--- src/rtl/lsu_bus_if.sv ---
// Data-bus interface between the load/store bridge and the memory system.
//   bus_req   : request, held high until completion or timeout
//   bus_we    : write strobe qualifying bus_req
//   bus_addr  : word-aligned byte address
//   bus_be    : byte enables
//   bus_wdata : lane-aligned store data
//   bus_ack   : one-cycle completion strobe from the memory system
//   bus_rdata : read word, valid with bus_ack
interface lsu_bus_if #(
  parameter int unsigned ADDR_W = 32
);
  logic              bus_req;
  logic              bus_we;
  logic [ADDR_W-1:0] bus_addr;
  logic [3:0]        bus_be;
  logic [31:0]       bus_wdata;
  logic              bus_ack;
  logic [31:0]       bus_rdata;

  modport master (
    output bus_req, bus_we, bus_addr, bus_be, bus_wdata,
    input  bus_ack, bus_rdata
  );

  modport slave (
    input  bus_req, bus_we, bus_addr, bus_be, bus_wdata,
    output bus_ack, bus_rdata
  );
endinterface

--- src/rtl/lsu_bus_bridge.sv ---
// Memory-stage load/store unit bridging the pipelined datapath to a
// variable-latency data bus.
//   clk, reset        : clock, synchronous active-high reset
//   addr, wdata       : M-stage byte address and store data
//   we, re            : store / load request (store wins when both set)
//   memcontrol        : funct3 of the access
//   rdata             : sign/zero-extended load data
//   stall             : freeze the pipeline while a transaction is open
//   fault             : sticky illegal/misaligned/timeout flag
//   bus               : master side of lsu_bus_if
module lsu_bus_bridge #(
  parameter int unsigned TIMEOUT = 16,
  parameter int unsigned ADDR_W  = 32
) (
  input  logic              clk,
  input  logic              reset,
  input  logic [ADDR_W-1:0] addr,
  input  logic [31:0]       wdata,
  input  logic              we,
  input  logic              re,
  input  logic [2:0]        memcontrol,
  output logic [31:0]       rdata,
  output logic              stall,
  output logic              fault,
  lsu_bus_if.master         bus
);

  typedef enum logic [1:0] {IDLE, REQ, DONE} state_t;

  // Last REQ-cycle count before the timeout fires; unused when TIMEOUT is 0.
  localparam logic [15:0] CNT_LAST = 16'(TIMEOUT - 1);

  state_t            state_q, state_d;
  logic              req_q, req_d;
  logic              we_q, we_d;
  logic [ADDR_W-1:0] baddr_q, baddr_d;
  logic [3:0]        be_q, be_d;
  logic [31:0]       bwdata_q, bwdata_d;
  logic [2:0]        f3_q, f3_d;
  logic [1:0]        off_q, off_d;
  logic [31:0]       rdata_q, rdata_d;
  logic              fault_q, fault_d;
  logic [15:0]       cnt_q, cnt_d;

  logic        access, f3_ok, misaligned, legal;
  logic [3:0]  be_new;
  logic [31:0] wd_new, lane, ld_ext;

  assign access = we | re;

  always_comb begin
    if (we) f3_ok = memcontrol inside {3'b000, 3'b001, 3'b010};
    else    f3_ok = memcontrol inside {3'b000, 3'b001, 3'b010, 3'b100, 3'b101};
    misaligned = ((memcontrol[1:0] == 2'b01) && addr[0]) ||
                 ((memcontrol[1:0] == 2'b10) && (addr[1:0] != 2'b00));
    legal = f3_ok && !misaligned;
  end

  always_comb begin
    be_new = 4'hF;
    wd_new = wdata;
    if (we) begin
      case (memcontrol[1:0])
        2'b00: begin
          be_new = 4'b0001 << addr[1:0];
          wd_new = {4{wdata[7:0]}};
        end
        2'b01: begin
          be_new = 4'b0011 << addr[1:0];
          wd_new = {2{wdata[15:0]}};
        end
        default: begin
          be_new = 4'hF;
          wd_new = wdata;
        end
      endcase
    end
  end

  // Shift the addressed byte/half down to bit 0, then extend by funct3.
  always_comb begin
    lane = bus.bus_rdata >> {off_q, 3'b000};
    case (f3_q)
      3'b000:  ld_ext = {{24{lane[7]}}, lane[7:0]};
      3'b100:  ld_ext = {24'h0, lane[7:0]};
      3'b001:  ld_ext = {{16{lane[15]}}, lane[15:0]};
      3'b101:  ld_ext = {16'h0, lane[15:0]};
      default: ld_ext = bus.bus_rdata;
    endcase
  end

  always_comb begin
    state_d  = state_q;
    req_d    = req_q;
    we_d     = we_q;
    baddr_d  = baddr_q;
    be_d     = be_q;
    bwdata_d = bwdata_q;
    f3_d     = f3_q;
    off_d    = off_q;
    rdata_d  = rdata_q;
    fault_d  = fault_q;
    cnt_d    = cnt_q;
    case (state_q)
      IDLE: begin
        if (access) begin
          if (legal) begin
            req_d    = 1'b1;
            we_d     = we;
            baddr_d  = {addr[ADDR_W-1:2], 2'b00};
            be_d     = be_new;
            bwdata_d = wd_new;
            f3_d     = memcontrol;
            off_d    = addr[1:0];
            cnt_d    = '0;
            state_d  = REQ;
          end else begin
            fault_d = 1'b1;
            rdata_d = '0;
          end
        end
      end
      REQ: begin
        cnt_d = cnt_q + 16'd1;
        if (bus.bus_ack) begin
          // Stores complete without disturbing the last load result.
          if (!we_q) rdata_d = ld_ext;
          req_d   = 1'b0;
          we_d    = 1'b0;
          state_d = DONE;
        end else if ((TIMEOUT != 0) && (cnt_q == CNT_LAST)) begin
          fault_d = 1'b1;
          rdata_d = '0;
          req_d   = 1'b0;
          we_d    = 1'b0;
          state_d = DONE;
        end
      end
      DONE:    state_d = IDLE;
      default: state_d = IDLE;
    endcase
  end

  always_ff @(posedge clk) begin
    if (reset) begin
      state_q  <= IDLE;
      req_q    <= 1'b0;
      we_q     <= 1'b0;
      baddr_q  <= '0;
      be_q     <= '0;
      bwdata_q <= '0;
      f3_q     <= '0;
      off_q    <= '0;
      rdata_q  <= '0;
      fault_q  <= 1'b0;
      cnt_q    <= '0;
    end else begin
      state_q  <= state_d;
      req_q    <= req_d;
      we_q     <= we_d;
      baddr_q  <= baddr_d;
      be_q     <= be_d;
      bwdata_q <= bwdata_d;
      f3_q     <= f3_d;
      off_q    <= off_d;
      rdata_q  <= rdata_d;
      fault_q  <= fault_d;
      cnt_q    <= cnt_d;
    end
  end

  // An illegal access reads zero in its own cycle, before rdata_q is cleared.
  assign rdata = ((state_q == IDLE) && access && !legal) ? '0 : rdata_q;
  assign stall = ((state_q == IDLE) && access && legal) || (state_q == REQ);
  assign fault = fault_q;

  assign bus.bus_req   = req_q;
  assign bus.bus_we    = we_q;
  assign bus.bus_addr  = baddr_q;
  assign bus.bus_be    = be_q;
  assign bus.bus_wdata = bwdata_q;

endmodule

--- src/flat_wrapper.sv ---
// flat-port wrapper written by rule: the top's interface ports become plain ports
module lsu_bus_bridge_flat 
#(
  parameter int unsigned TIMEOUT = 16,
  parameter int unsigned ADDR_W  = 32
)
  (clk, reset, addr, wdata, we, re, memcontrol, rdata, stall, fault, bus_bus_req, bus_bus_we, bus_bus_addr, bus_bus_be, bus_bus_wdata, bus_bus_ack, bus_bus_rdata);
  lsu_bus_if #(.ADDR_W(ADDR_W)) bus_i ();
  input  logic clk;
  input  logic reset;
  input  logic [ADDR_W-1:0] addr;
  input  logic [31:0] wdata;
  input  logic we;
  input  logic re;
  input  logic [2:0] memcontrol;
  output logic [31:0] rdata;
  output logic stall;
  output logic fault;
  output wire logic [$bits(bus_i.bus_req)-1:0] bus_bus_req;
  output wire logic [$bits(bus_i.bus_we)-1:0] bus_bus_we;
  output wire logic [$bits(bus_i.bus_addr)-1:0] bus_bus_addr;
  output wire logic [$bits(bus_i.bus_be)-1:0] bus_bus_be;
  output wire logic [$bits(bus_i.bus_wdata)-1:0] bus_bus_wdata;
  input wire logic [$bits(bus_i.bus_ack)-1:0] bus_bus_ack;
  input wire logic [$bits(bus_i.bus_rdata)-1:0] bus_bus_rdata;
  assign bus_bus_req = bus_i.bus_req;
  assign bus_bus_we = bus_i.bus_we;
  assign bus_bus_addr = bus_i.bus_addr;
  assign bus_bus_be = bus_i.bus_be;
  assign bus_bus_wdata = bus_i.bus_wdata;
  assign bus_i.bus_ack = bus_bus_ack;
  assign bus_i.bus_rdata = bus_bus_rdata;
  lsu_bus_bridge #(.TIMEOUT(TIMEOUT), .ADDR_W(ADDR_W)) u_core (.clk(clk), .reset(reset), .addr(addr), .wdata(wdata), .we(we), .re(re), .memcontrol(memcontrol), .rdata(rdata), .stall(stall), .fault(fault), .bus(bus_i));
endmodule
--- config.mk ---
export PLATFORM = sky130hd
export DESIGN_NAME = lsu_bus_bridge_flat
export DESIGN_NICKNAME = d
export VERILOG_FILES = /design/src/rtl/lsu_bus_if.sv /design/src/rtl/lsu_bus_bridge.sv /design/src/flat_wrapper.sv
export SDC_FILE = /design/constraint.sdc
export NUM_CORES = 1
export LEC_CHECK = 0
export ABC_AREA = 1
export CORE_ASPECT_RATIO = 1.4
export CORE_MARGIN = 2
export CORE_UTILIZATION = 47
export DETAILED_ROUTE_END_ITERATION = 10
export PLACE_DENSITY = 0.91
export RECOVER_POWER = 25
export SYNTH_ARGS = -nofsm -noshare
export SYNTH_HDL_FRONTEND = slang
export SYNTH_SLANG_ARGS = --single-unit
--- constraint.sdc ---
create_clock -name clk -period 2.3 [get_ports clk]
set_input_delay 0.46 -clock clk [delete_from_list [all_inputs] [get_ports clk]]
set_output_delay 0.46 -clock clk [all_outputs]
set_load 0.02 [all_outputs]
Word level (Yosys, flattened, before mapping)
Cells that the tools add are included.
{"block": "totals", "ff_bits": 124, "input_bits": 104, "out_inout_bits": 104, "wordCells": 92}
{"block": "op_classes", "addsub": 1, "eq_ne": 18, "shift": 3, "n_mux": 34, "bitwise_logic": 1, "n_reduce_logical": 24}
{"operator": "$mux W32", "count": 7}
{"operator": "$pmux W32 S2", "count": 2}
{"operator": "$pmux W32 S4", "count": 1}
{"operator": "$mux W16", "count": 2}
{"operator": "$pmux W16 S2", "count": 1}
{"operator": "$shr A32 B5 Y16", "count": 1}
{"operator": "$add A16 B1 Y16 const B", "count": 1}
{"operator": "$eq A16 B4 Y1 const B", "count": 1}
{"operator": "$eq A3 B3 Y1 const B", "count": 4}
{"operator": "$mux W1", "count": 11}
{"operator": "$reduce_and A5 Y1", "count": 2}
{"operator": "$reduce_and A3 Y1", "count": 3}
{"operator": "$mux W2", "count": 4}
{"operator": "$pmux W4 S2", "count": 1}
{"operator": "$eq A3 B1 Y1 const B", "count": 2}
{"operator": "$logic_and A1 B1 Y1", "count": 6}
{"operator": "$logic_not A3 Y1", "count": 2}
{"operator": "$ne A2 B1 Y1 const B", "count": 3}
{"operator": "$pmux W1 S2", "count": 3}
{"operator": "$reduce_bool A5 Y1", "count": 1}
{"operator": "$eq A2 B1 Y1 const B", "count": 2}
{"operator": "$logic_not A2 Y1", "count": 2}
{"operator": "$mux W4", "count": 1}
{"operator": "$ne A2 B2 Y1 const B", "count": 2}
{"operator": "other kinds (13)", "count": 16}

Depth between registers and ports, before layout
Gate-level depths: netlist of run 1.
{"block": "logic_depth", "depth_word": 8, "mapped_depth": 12, "ltp_nobuf": 10}

Worst setup path after synthesis of run 1
OpenSTA, ideal clock, no wires.
{"block": "synth_timing", "path_type": "input-to-output", "start": "in addr[1]", "end": "out rdata[10]", "arrival_ns": 1.377, "required_ns": 1.840, "path_slack_ns": 0.463, "stages": 8, "path_buffers": 1, "cell_sequence": "nor2_1 nand2_1 nand2_2 nand2_1 nand2_1 nor2_1 buf_2 nor2_1"}
{"block": "synth_via", "elab_chain_len": 8}
{"item": "start, declared", "line": "flat_wrapper.sv:11", "rtl": "input logic [ADDR_W-1:0] addr;"}
{"item": "$reduce_bool A2 Y1", "line": "lsu_bus_bridge.sv:55", "rtl": "((memcontrol[1:0] == 2'b10) && (addr[1:0] != 2'b00));"}
{"item": "$logic_and A1 B1 Y1", "line": "lsu_bus_bridge.sv:55"}
{"item": "$logic_or A1 B1 Y1", "line": "lsu_bus_bridge.sv:54", "rtl": "misaligned = ((memcontrol[1:0] == 2'b01) && addr[0]) ||"}
{"item": "$logic_not A1 Y1", "line": "lsu_bus_bridge.sv:56", "rtl": "legal = f3_ok && !misaligned;"}
{"item": "$logic_and A1 B1 Y1", "line": "lsu_bus_bridge.sv:56"}
{"item": "$logic_not A1 Y1", "line": "lsu_bus_bridge.sv:173", "rtl": "assign rdata = ((state_q == IDLE) && access && !legal) ? '0 : rdata_q;"}
{"item": "$logic_and A1 B1 Y1", "line": "lsu_bus_bridge.sv:173"}
{"item": "$mux W32", "line": "lsu_bus_bridge.sv:173"}
{"item": "end, declared", "line": "flat_wrapper.sv:16", "rtl": "output logic [31:0] rdata;"}
Every way passes these cells.

Worst setup path after layout of run 1
{"block": "layout_timing", "start": "in re", "end": "out stall"}
{"block": "layout_via", "elab_chain_len": 4}
{"item": "start, declared", "line": "flat_wrapper.sv:14", "rtl": "input logic re;"}
{"item": "$or A1 B1 Y1", "line": "lsu_bus_bridge.sv:49", "rtl": "assign access = we | re;"}
{"item": "$logic_and A1 B1 Y1 (2 in series)", "line": "lsu_bus_bridge.sv:174", "rtl": "assign stall = ((state_q == IDLE) && access && legal) || (state_q == REQ);"}
{"item": "$logic_or A1 B1 Y1", "line": "lsu_bus_bridge.sv:174"}
{"item": "end, declared", "line": "flat_wrapper.sv:17", "rtl": "output logic stall;"}
Every way passes these cells.

==> reports/metrics.yaml, run 1 <==
placement:
  place.gp.congestion: 0.9419
  placed_cells: 1375
  dp_slack_ns: -0.5402
  placed_cell_area_um2: 8825
  place.port_buffers: 205
  hpwl_um: 14770
timing:
  hold_viol_final: 0
  final.min_clock_period_ns: 2.228
  fin_ws_ns: 0.07201
  layout_worst_path_cycle_share_pct: 96.87
  fmax_mhz: 448.8
  final-setup-viol-count: 0
  clock_skew_ns: 0.009844
  slew_violations: 0
  slew_headroom_pct: 55.58
  tightest_slew_ns: 0.6663
  rsz0062_at_grt: "false"
clock_network:
  cts_tree: "built"
  clock_tree.root_cell: "clkbuf_16"
  clk_latency_ns: 0.41
  cts_buffer_depth: 2
  clock_sinks: 124
  cts.clk_slew.worst_paths_ns: 0.05
  cts_buffers: 17
  h-tree-depth: 4
logic_synthesis:
  synth_fa_ha_area_share_pct: 0.1953
  ys_seq_elements: 124
  synthXorXnorAreaFrac_pct: 0
  synth_top_family_by_area: "simple AND/OR/NAND/NOR gates"
  muxShareOfSynthArea_pct: 0
  synth-simple-area-share_pct: 27.44
  ys_warn_count: 0
  synthDistinctLibCells: 29
  syn_area_um2: 6407
  synthCells: 1003
  synth_area_leader_cell: "dfxtp_1"
  ys_seq_area_share_pct: 38.74
  synth_top_area_share_pct: 38.74
  synthArstFlopShare_pct: 0
  synth_most_common_cell: "nand2_1"
  syn_avg_cell_area_um2: 6.388
  synthTopCellsByArea: "dfxtp_1, nand2_1, a21oi_1"
  synth_top_flop_cell: "dfxtp_1"
  synth_edf_count: 0
  synth_compound_area_share_pct: 19.96
  synth_common_cells: "nand2_1, inv_1, nor2_1"
worst_setup_path:
  cp-end-kind: "primary output"
  critPathRequiredTime_ns: 1.84
  cp_max_fo: 2
  critical_path_class: "input pin to primary output"
  critPathLaunchType: "input pin"
  crit_buf_inv: 4
  path_cells: "clkdlybuf4s50_1 > nor2_2 > nand2_1 > nand2_1 > inv_1 > nand2_1 > inv_2 > clkdlybuf4s15_1"
  cpMostUsedCell: "nand2_1"
  slowest_delay_ns: 0.44
  cp_top_family: "buffers and inverters"
  cpMaxStageDelayCell: "clkdlybuf4s50_1"
  worst_ep_arrival_time_ns: 1.77
final_layout:
  finish.utilization_pct: 70.80
  seq_area_um2: 2482
  areaGrowthSynthToFinish_pct: 47.24
  final_area_um2: 9434
  drive_above_1_share_pct: 11.08
  fill_cells: 1068
  multiInputGateArea_um2: 3102
  fin_cells: 1409
  diodes: 0
  finalNetCount: 1321
power:
  p_leak_nw: 3.923
  finalPower_w: 0.006659
  power.density_nw_per_um2: 705.9
  ir_drop_v: 0.0005335
worst_hold_path:
  hp-class: "register to register"
route:
  viasPerCell: 5.196
  drt_wl_total_um: 20950
  antenna_left: 0
  avgRoutedWirePerCell_um: 14.87
  drt_iter0_markers: 479
  vias: 7321
  firstDrtPassIters: 5
  drc: 0
grt:
  grt_pass1_vias: 6893
  grt_use_total_pct: 28.45
  grt_start_max_net_pins: 60
  overflow: 0
  grt_pass1_wl_um: 32440
  antenna_found_initial: 0
floorplanning:
  rows: 50
  die_w_um: 102.7
  fp.coreArea_um2: 13330
  pin_count: 208
  fp.dieH_um: 142.2
  die_area_um2: 14600
  start_util_pct: 48.08
status:
  status: "completed"
flow_run:
  max-cap-violations: 0
[cells by family after synthesis]
group	after synthesis
buffers and inverters	217
other	1
adder cells (fa/ha/maj)	1
flip-flops	124
AND/OR/NAND/NOR	415
AO/OA/AOI/OAI	245
[path summary, 6_finish.rpt]
path / startpoint / endpoint / slack (ns) / cells after the start
hold / removal: u_core.bus.bus_wdata[6] / u_core.bus.bus_wdata[6] / 0.44 / 2
setup reg to reg: u_core.cnt_q[0] / u_core.rdata_q[7] / 0.23 / 8
setup / recovery: re / stall / 0.07 / 8
hold reg to reg: u_core.bus.bus_wdata[6] / u_core.bus.bus_wdata[6] / 0.44 / 2
[layout by cell type (no fill, tap or decap), types with 4 or more instances in the layout]
cell type	netlist	final
nand2_1	174	174
clkdlybuf4s50_1	0	165
inv_1	154	154
nor2_1	140	129
a21oi_1	128	128
dfxtp_1	124	124
o21ai_0	103	103
nand3_1	65	66
buf_4	9	43
clkbuf_16	0	17
buf_2	19	12
nand4_1	9	9
nor3_1	9	9
nor2_4	0	9
buf_6	0	9
o22ai_1	8	8
buf_12	0	8
nand2_2	6	7
inv_2	6	6
clkbuf_1	27	6
nor2_2	3	5
dlygate4sd2_1	0	4
[registers in the layout (all words and copies together) (netlist names)]
signal	flops
u_core.off_q	2
u_core.bus.bus_be	4
u_core.cnt_q	16
u_core.bus.bus_req	1
u_core.state_q	2
u_core.bus.bus_addr	30
u_core.bus.bus_wdata	32
u_core.bus.bus_we	1
u_core.f3_q	3
u_core.rdata_q	32
u_core.fault	1
[per-stage QoR]
step	setup TNS (ns)	hold slack, ns
2_1_floorplan	0	0.4369
3_3_place_gp	-15.84	0.4295
3_5_place_dp	-17.07	0.4363
4_1_cts	0	0.4453
5_1_grt	0	0.4611
6_report	0	0.4412
[layout make-up]
type                    instances  share of cell area, %
clock buffers                  23                  5.066
clock inverters                 7                  1.207
inverters                     160                  6.366
multi-input cells             663                  32.88
flip-flops and latches        124                  26.31
well taps                     182                  2.414
repair buffers                250                  25.76
[repair_timing]
| action | in CTS | in global routing |
|---|---|---|
| setup endpoints to repair | 33 | 24 |
| setup buffers | 2 | 0 |
| gates cloned | 2 | 0 |
| hold buffers | 0 | 0 |
| pin swaps | 2 | 3 |
| gates resized for setup | 165 | 26 |
[worst reg2reg max path, delay by kind of cell (launching register included)]
family / cells / cell delay, ns
fa+ha+maj: 1 / 0.28
simple gates: 6 / 1.16
flops: 1 / 0.41
compound gates: 1 / 0.07
[layer usage]
layer	wire length, um	up-vias	global-route usage [%]
li1	-	3601	-
met1	7693	3341	29.38
met2	10790	313	51.19
met3	1584	66	7.760
met4	876	0	14.95
met5	0	-	0
[report_power, final]
part,internal (W),total [W],leakage (nW),switching (W)
clock network,0.00178,0.00272,0.293,0.000944
registers,0.00229,0.00236,1.01,0.0000753
logic,0.000690,0.00158,2.62,0.000888
total,0.00475,0.00666,3.92,0.00191
Note: power is estimated with default switching activity, not from simulation.
==> run 2: changes to the inputs <==
- HOLD_SLACK_MARGIN: unset -> 0.03
- MAX_ROUTING_LAYER: unset -> met4
==> run 2 against run 1 <==
Via count is essentially flat. Die area stayed put. Sequential share of layout area is 0.26 points lower. Worst setup slack got worse by 0.021 ns. First-iteration DRC count fell by 6.1%. Routed wire length up 2.9%. Cell count up 0.14%.
==> reports/metrics.yaml, run 2 (synthesis results as in run 1) <==
power:
  p_leak_nw: 3.920  # about the same
  power.density_nw_per_um2: 721.3  # +2.2%
  ir_drop_v: 0.0005174  # -3.0%
  finalPower_w: 0.006873  # +3.2%
timing:
  tightest_slew_ns: 0.7080  # +0.04174 ns
  final.min_clock_period_ns: 2.249  # +0.02073 ns
  slew_violations: 0  # unchanged
  tns_ns: 0  # unchanged
  slew_headroom_pct: 52.80  # -2.8 points
  fmax_mhz: 444.7  # -0.92%
  layout_worst_path_cycle_share_pct: 97.77  # +0.90 points
  clock_skew_ns: 0.01091  # +0.001065 ns
  final-setup-viol-count: 0  # unchanged
  hold_viol_final: 0  # unchanged
final_layout:
  layout_commonest_cell: "nand2_1"
  areaGrowthSynthToFinish_pct: 48.70
  final_cell_mix: "nand2_1, clkdlybuf4s50_1, inv_1, a21oi_1, dfxtp_1"
  finalNetCount: 1321  # unchanged
  diodes: 0  # unchanged
  final_area_um2: 9528  # +0.99%
  drive_above_1_share_pct: 12.53  # +1.4 points
clock_network:
  clock_tree.root_cell: "clkbuf_16"
  h-tree-depth: 4  # unchanged
  clock_sinks: 124  # unchanged
  cts.clk_slew.worst_paths_ns: 0.06  # about the same
  postCtsHoldBufs: 0  # unchanged
  cts_tree: "built"
  clk_latency_ns: 0.42  # about the same
  cts_buffers: 17  # unchanged
  cts_buffer_depth: 2  # unchanged
worst_setup_path:
  critPathRequiredTime_ns: 1.84  # about the same
  critPathLaunchType: "input pin"
  path_cells: "clkdlybuf4s15_1 > nand2_1 > nand2_1 > nand2_2 > nand2_1 > nand2_2 > nor2_4 > buf_6 > bufbuf_16 > nor2_2 > buf_4"
  cp-end-kind: "primary output"
  cpMaxStageDelayCell: "bufbuf_16"
  critical_path_class: "input pin to primary output"
  worst_ep_arrival_time_ns: 1.79  # +0.02 ns
  cpMostUsedCell: "nand2_1"
  slowest_delay_ns: 0.28  # -0.16 ns
  cp_max_fo: 8  # +6
floorplanning:
  fp.coreArea_um2: 13330  # unchanged
  die_area_um2: 14600  # unchanged
  fp.dieH_um: 142.2  # unchanged
  die_w_um: 102.7  # unchanged
  start_util_pct: 48.08  # unchanged
  pin_count: 208  # unchanged
  rows: 50  # unchanged
grt:
  grt_pass1_wl_um: 32920  # +1.5%
  grt_pass1_vias: 6845  # -0.70%
  grt_start_max_net_pins: 65  # +8.3%
  overflow: 0  # unchanged
  antenna_found_initial: 0  # unchanged
  grt_use_total_pct: 29.94  # +1.5 points
route:
  drt_iter0_markers: 450  # -6.1%
  vias: 7323  # +0.027%
  avgRoutedWirePerCell_um: 15.27  # +2.7%
  antenna_left: 0  # unchanged
  viasPerCell: 5.190  # -0.11%
  drc: 0  # unchanged
  firstDrtPassIters: 5  # unchanged
  drt_wl_total_um: 21540  # +2.9%
status:
  status: "completed"
flow_run:
  max-cap-violations: 0  # unchanged
placement:
  place.port_buffers: 205  # unchanged
  hpwl_um: 14750  # -0.14%
  placed_cell_area_um2: 8737  # -0.99%
  place.gp.congestion: 0.9786  # +3.9%
worst_hold_path:
  hp-class: "register to register"
## run 2: changes by cell type in the layout (fill, tap and decap cells not counted), moves of 2 or more
| cell | change |
|---|---|
| buf_12 | -4 |
| nor2_2 | +10 |
| clkdlybuf4s15_2 | +8 |
| nor2_1 | -9 |
| buf_6 | +2 |
| buf_2 | -7 |
| inv_6 | +3 |
| clkinv_4 | +2 |
| dlygate4sd2_1 | -4 |
| clkbuf_2 | +4 |
| clkinv_2 | -2 |
## run 2: what timing repair did
| item | CTS | global route |
|---|---|---|
| setup endpoints to repair | 33 | 24 |
| hold endpoints to repair | 0 | 0 |
| gates cloned | 3 | 0 |
| pin swaps | 2 | 6 |
| buffers inserted | 4 | 2 |
| resized for setup | 145 | 58 |
## run 2: cell type report
type	instances	area (um^2)
Tap cell	182	227.7
Inverter	160	600.6
Timing Repair Buffer	250	2444
Clock buffer	20	456.7
Multi-Input combinational cell	663	3132
Fill cell	1041	3797
Clock inverter	12	185.2
Sequential cell	124	2482
## run 2: critical path, delay by kind of cell
kind | cells | cell delay, ns
simple gates | 7 | 0.54
buf+inv | 4 | 0.78
## run 2: worst paths after layout
kind | slack, ns | to | depth (start not counted) | start
min reg2reg | 0.44 | u_core.bus.bus_wdata[12] | 2 | u_core.bus.bus_wdata[12]
min | 0.44 | u_core.bus.bus_wdata[12] | 2 | u_core.bus.bus_wdata[12]
max reg2reg | 0.23 | u_core.cnt_q[2] | 8 | u_core.state_q[0]
max | 0.05 | rdata[15] | 11 | memcontrol[2]
## run 2: through the flow
step	worst slack, ns	util (%)	hold WS [ns]	std cells
finish	0.05127	71.50	0.4421	1411
global placement	-0.4859	65.57	0.4292	1370
global route	-0.03824	71.50	0.4601	1411
floorplan	0.4626	-	0.4369	1004
CTS	0.001347	70.75	0.4432	1409
detailed placement	-0.5328	65.57	0.4337	1370
## run 2: layer usage
layer	share of wire, %	GRT usage, %	up-vias
met3	6.7	7.024	74
met4	4.3	14.67	0
li1	-	-	3605
met2	51	51.74	317
met1	38	31.49	3327
met5	0	-	-
## run 2: power breakdown
part,internal [W],switching [W]
Combinational,0.000692,0.000901
Clock,0.00189,0.00103
Sequential,0.00229,0.0000762
==> run 3: changes to the inputs <==
==> constraint.sdc (replaced) <==
create_clock -name clk -period 2.3 [get_ports clk]
set_input_delay 0.69 -clock clk [delete_from_list [all_inputs] [get_ports clk]]
set_output_delay 0.69 -clock clk [all_outputs]
set_load 0.02 [all_outputs]
==> run 3 against run 2 <==
The flow now finishes with violations (setup timing). Sequential share of layout area fell by 1.5 points. Count of clock-buffer cells in the layout fell by 1. Worst setup slack got worse by 0.36 ns. Register-to-register slack improved by 0.08 ns. Total power fell by 1.2%.
==> reports/metrics.yaml, run 3 (synthesis results as in run 1) <==
final_layout:
  diodes: 0  # unchanged
  finalNetCount: 1347  # +2.0%
  areaGrowthSynthToFinish_pct: 57.88
  drive_above_1_share_pct: 16.65  # +4.1 points
  seq_area_um2: 2482  # unchanged
  final_cell_mix: "nand2_1, clkdlybuf4s50_1, inv_1, a21oi_1, dfxtp_1"
  multiInputGateArea_um2: 3362  # +7.4%
  fill_cells: 934  # -10%
  final_area_um2: 10120  # +6.2%
  fin_cells: 1437  # +1.8%
  layout_commonest_cell: "nand2_1"
power:
  p_leak_nw: 4.106  # +4.8%
  finalPower_w: 0.006790  # -1.2%
  ir_drop_v: 0.0005657  # +9.4%
  power.density_nw_per_um2: 671.2  # -6.9%
route:
  dr_wl_met2_um: 12090  # +9.2%
  drt_wl_total_um: 23500  # +9.1%
  avgRoutedWirePerCell_um: 16.35  # +7.1%
  routed.top_layer: "met4"
  drt_iter0_markers: 551  # +22%
  wl_met3_um: 1701  # +18%
  vias: 7639  # +4.3%
  antenna_left: 0  # unchanged
  wirelength_met1_um: 8431  # +4.0%
  firstDrtPassIters: 5  # unchanged
  viasPerCell: 5.316  # +2.4%
  drc: 0  # unchanged
timing:
  tightest_slew_ns: 0.6813  # -0.02673 ns
  fmax_mhz: 383.8  # -14%
  hold_ws_ns: 0.4406  # -0.001506 ns
  slew_headroom_pct: 54.58  # +1.8 points
  fin_ws_ns: -0.3054  # -0.3566 ns
  rsz0062_at_grt: "true"
  layout_worst_path_cycle_share_pct: 113.3  # +16 points
  slew_violations: 0  # unchanged
  tns_ns: -7.906  # -7.906 ns
  hold_viol_final: 0  # unchanged
  clock_skew_ns: 0.008248  # -0.002661 ns
  final.min_clock_period_ns: 2.605  # +0.3566 ns
  final-setup-viol-count: 33  # +33
worst_setup_path:
  critPathLaunchType: "input pin"
  worst_ep_arrival_time_ns: 1.92  # +0.13 ns
  regToRegSetupSlack_ns: 0.31  # +0.08 ns
  r2r_end: "u_core.rdata_q[24]"
  slowest_delay_ns: 0.15  # -0.13 ns
  crit_buf_inv: 5  # +1
  cp-end-kind: "primary output"
  cp_max_fo: 6  # -2
  r2r_cells: 9  # +1
  cp_top_family: "buffers and inverters"
  critPathRequiredTime_ns: 1.61  # -0.23 ns
  r2r-start: "u_core.cnt_q[0]"
  path_cells: "buf_2 > nand2_1 > nand2_2 > nand2_4 > nand2_4 > nand2_4 > nor2_4 > buf_6 > buf_16 > buf_8 > nor2_4 > buf_6"
  critical_path_depth: 12  # +1
  cpMostUsedCell: "nand2_4"
  critical_path_class: "input pin to primary output"
  cpMaxStageDelayCell: "buf_6"
floorplanning:
  pin_count: 208  # unchanged
  fp.coreArea_um2: 13330  # unchanged
  rows: 50  # unchanged
  start_util_pct: 48.08  # unchanged
  die_area_um2: 14600  # unchanged
  fp.dieH_um: 142.2  # unchanged
  die_w_um: 102.7  # unchanged
clock_network:
  clock_tree.root_cell: "clkbuf_16"
  cts_buffers: 17  # unchanged
  h-tree-depth: 4  # unchanged
  cts.clk_slew.worst_paths_ns: 0.06  # about the same
  cts_tree: "built"
  clock_sinks: 124  # unchanged
  cts_buffer_depth: 2  # unchanged
  clk_latency_ns: 0.42  # about the same
grt:
  grt_pass1_wl_um: 34740  # +5.5%
  grt_pass1_vias: 7194  # +5.1%
  overflow: 0  # unchanged
  antenna_found_initial: 0  # unchanged
  grt_use_total_pct: 31.55  # +1.6 points
  grt_start_max_net_pins: 60  # -7.7%
placement:
  hpwl_um: 15030  # +1.9%
  place.gp.congestion: 0.9855  # +0.71%
  place.port_buffers: 205  # unchanged
  placed_cells: 1384  # +1.0%
  placed_cell_area_um2: 8905  # +1.9%
flow_run:
  max-cap-violations: 0  # unchanged
worst_hold_path:
  worstHoldEndpoint: "u_core.bus.bus_wdata[12]"
  hp-class: "register to register"
  hold_depth: 2  # unchanged
  hold_start: "u_core.bus.bus_wdata[12]"
status:
  violations: "setup timing"
  status: "finished with violations"
[run 3: worst register-to-register path, cell delays in order (launching register included)]
cell and delay (ns):
dfxtp_1 0.44, ha_1 0.32, nand3_2 0.15, nor2_1 0.19, nand2_2 0.13, a21oi_4 0.18
buf_12 0.17, nor2_1 0.06, nor2_1 0.15, nor2_1 0.07
[run 3: how the worst max path moves through the flow]
stage	end	slack, ns	startpoint
6_report	rdata[11]	-0.31	we
5_1_grt	rdata[11]	-0.33	we
4_1_cts	rdata[7]	-0.29	addr[0]
3_5_place_dp	rdata[7]	-1.10	memcontrol[0]
3_3_place_gp	rdata[2]	-0.96	memcontrol[0]
2_1_floorplan	rdata[10]	0.003	addr[1]
[run 3: metrics by stage]
step	util, %	worst slack, ns
finish	75.92	-0.3054
global route	75.92	-0.3281
CTS	74.11	-0.2942
detailed placement	66.83	-1.097
global placement	66.83	-0.9558
floorplan	-	0.002573
[run 3: per-layer routing]
layer  track usage [%]  up-vias
met5                 -        -
met4             16.42        0
met3             7.367       83
met2             54.04      380
met1             33.22     3525
li1                  -     3651
[run 3: power by group]
group	leakage (nW)	switching [W]	internal, W	total [W]
logic	2.82	0.000993	0.000802	0.00180
clock network	0.270	0.00103	0.00160	0.00263
registers	1.01	0.0000772	0.00229	0.00236
[run 3: area by class of cell]
class / count / area share (%)
clock buffer: 19 / 4.280
clock inverter: 13 / 1.422
inverter: 160 / 6.011
multi-input combinational: 663 / 33.23
sequential: 124 / 24.54
tap: 182 / 2.251
timing repair buffer: 276 / 28.26
[run 3: repair_timing]
item                       CTS  global route
setup buffers                9            10
hold buffers                 0             0
gates cloned                 3             0
resized for setup          290            44
setup endpoints to repair   33            33
pin swaps                    8            13
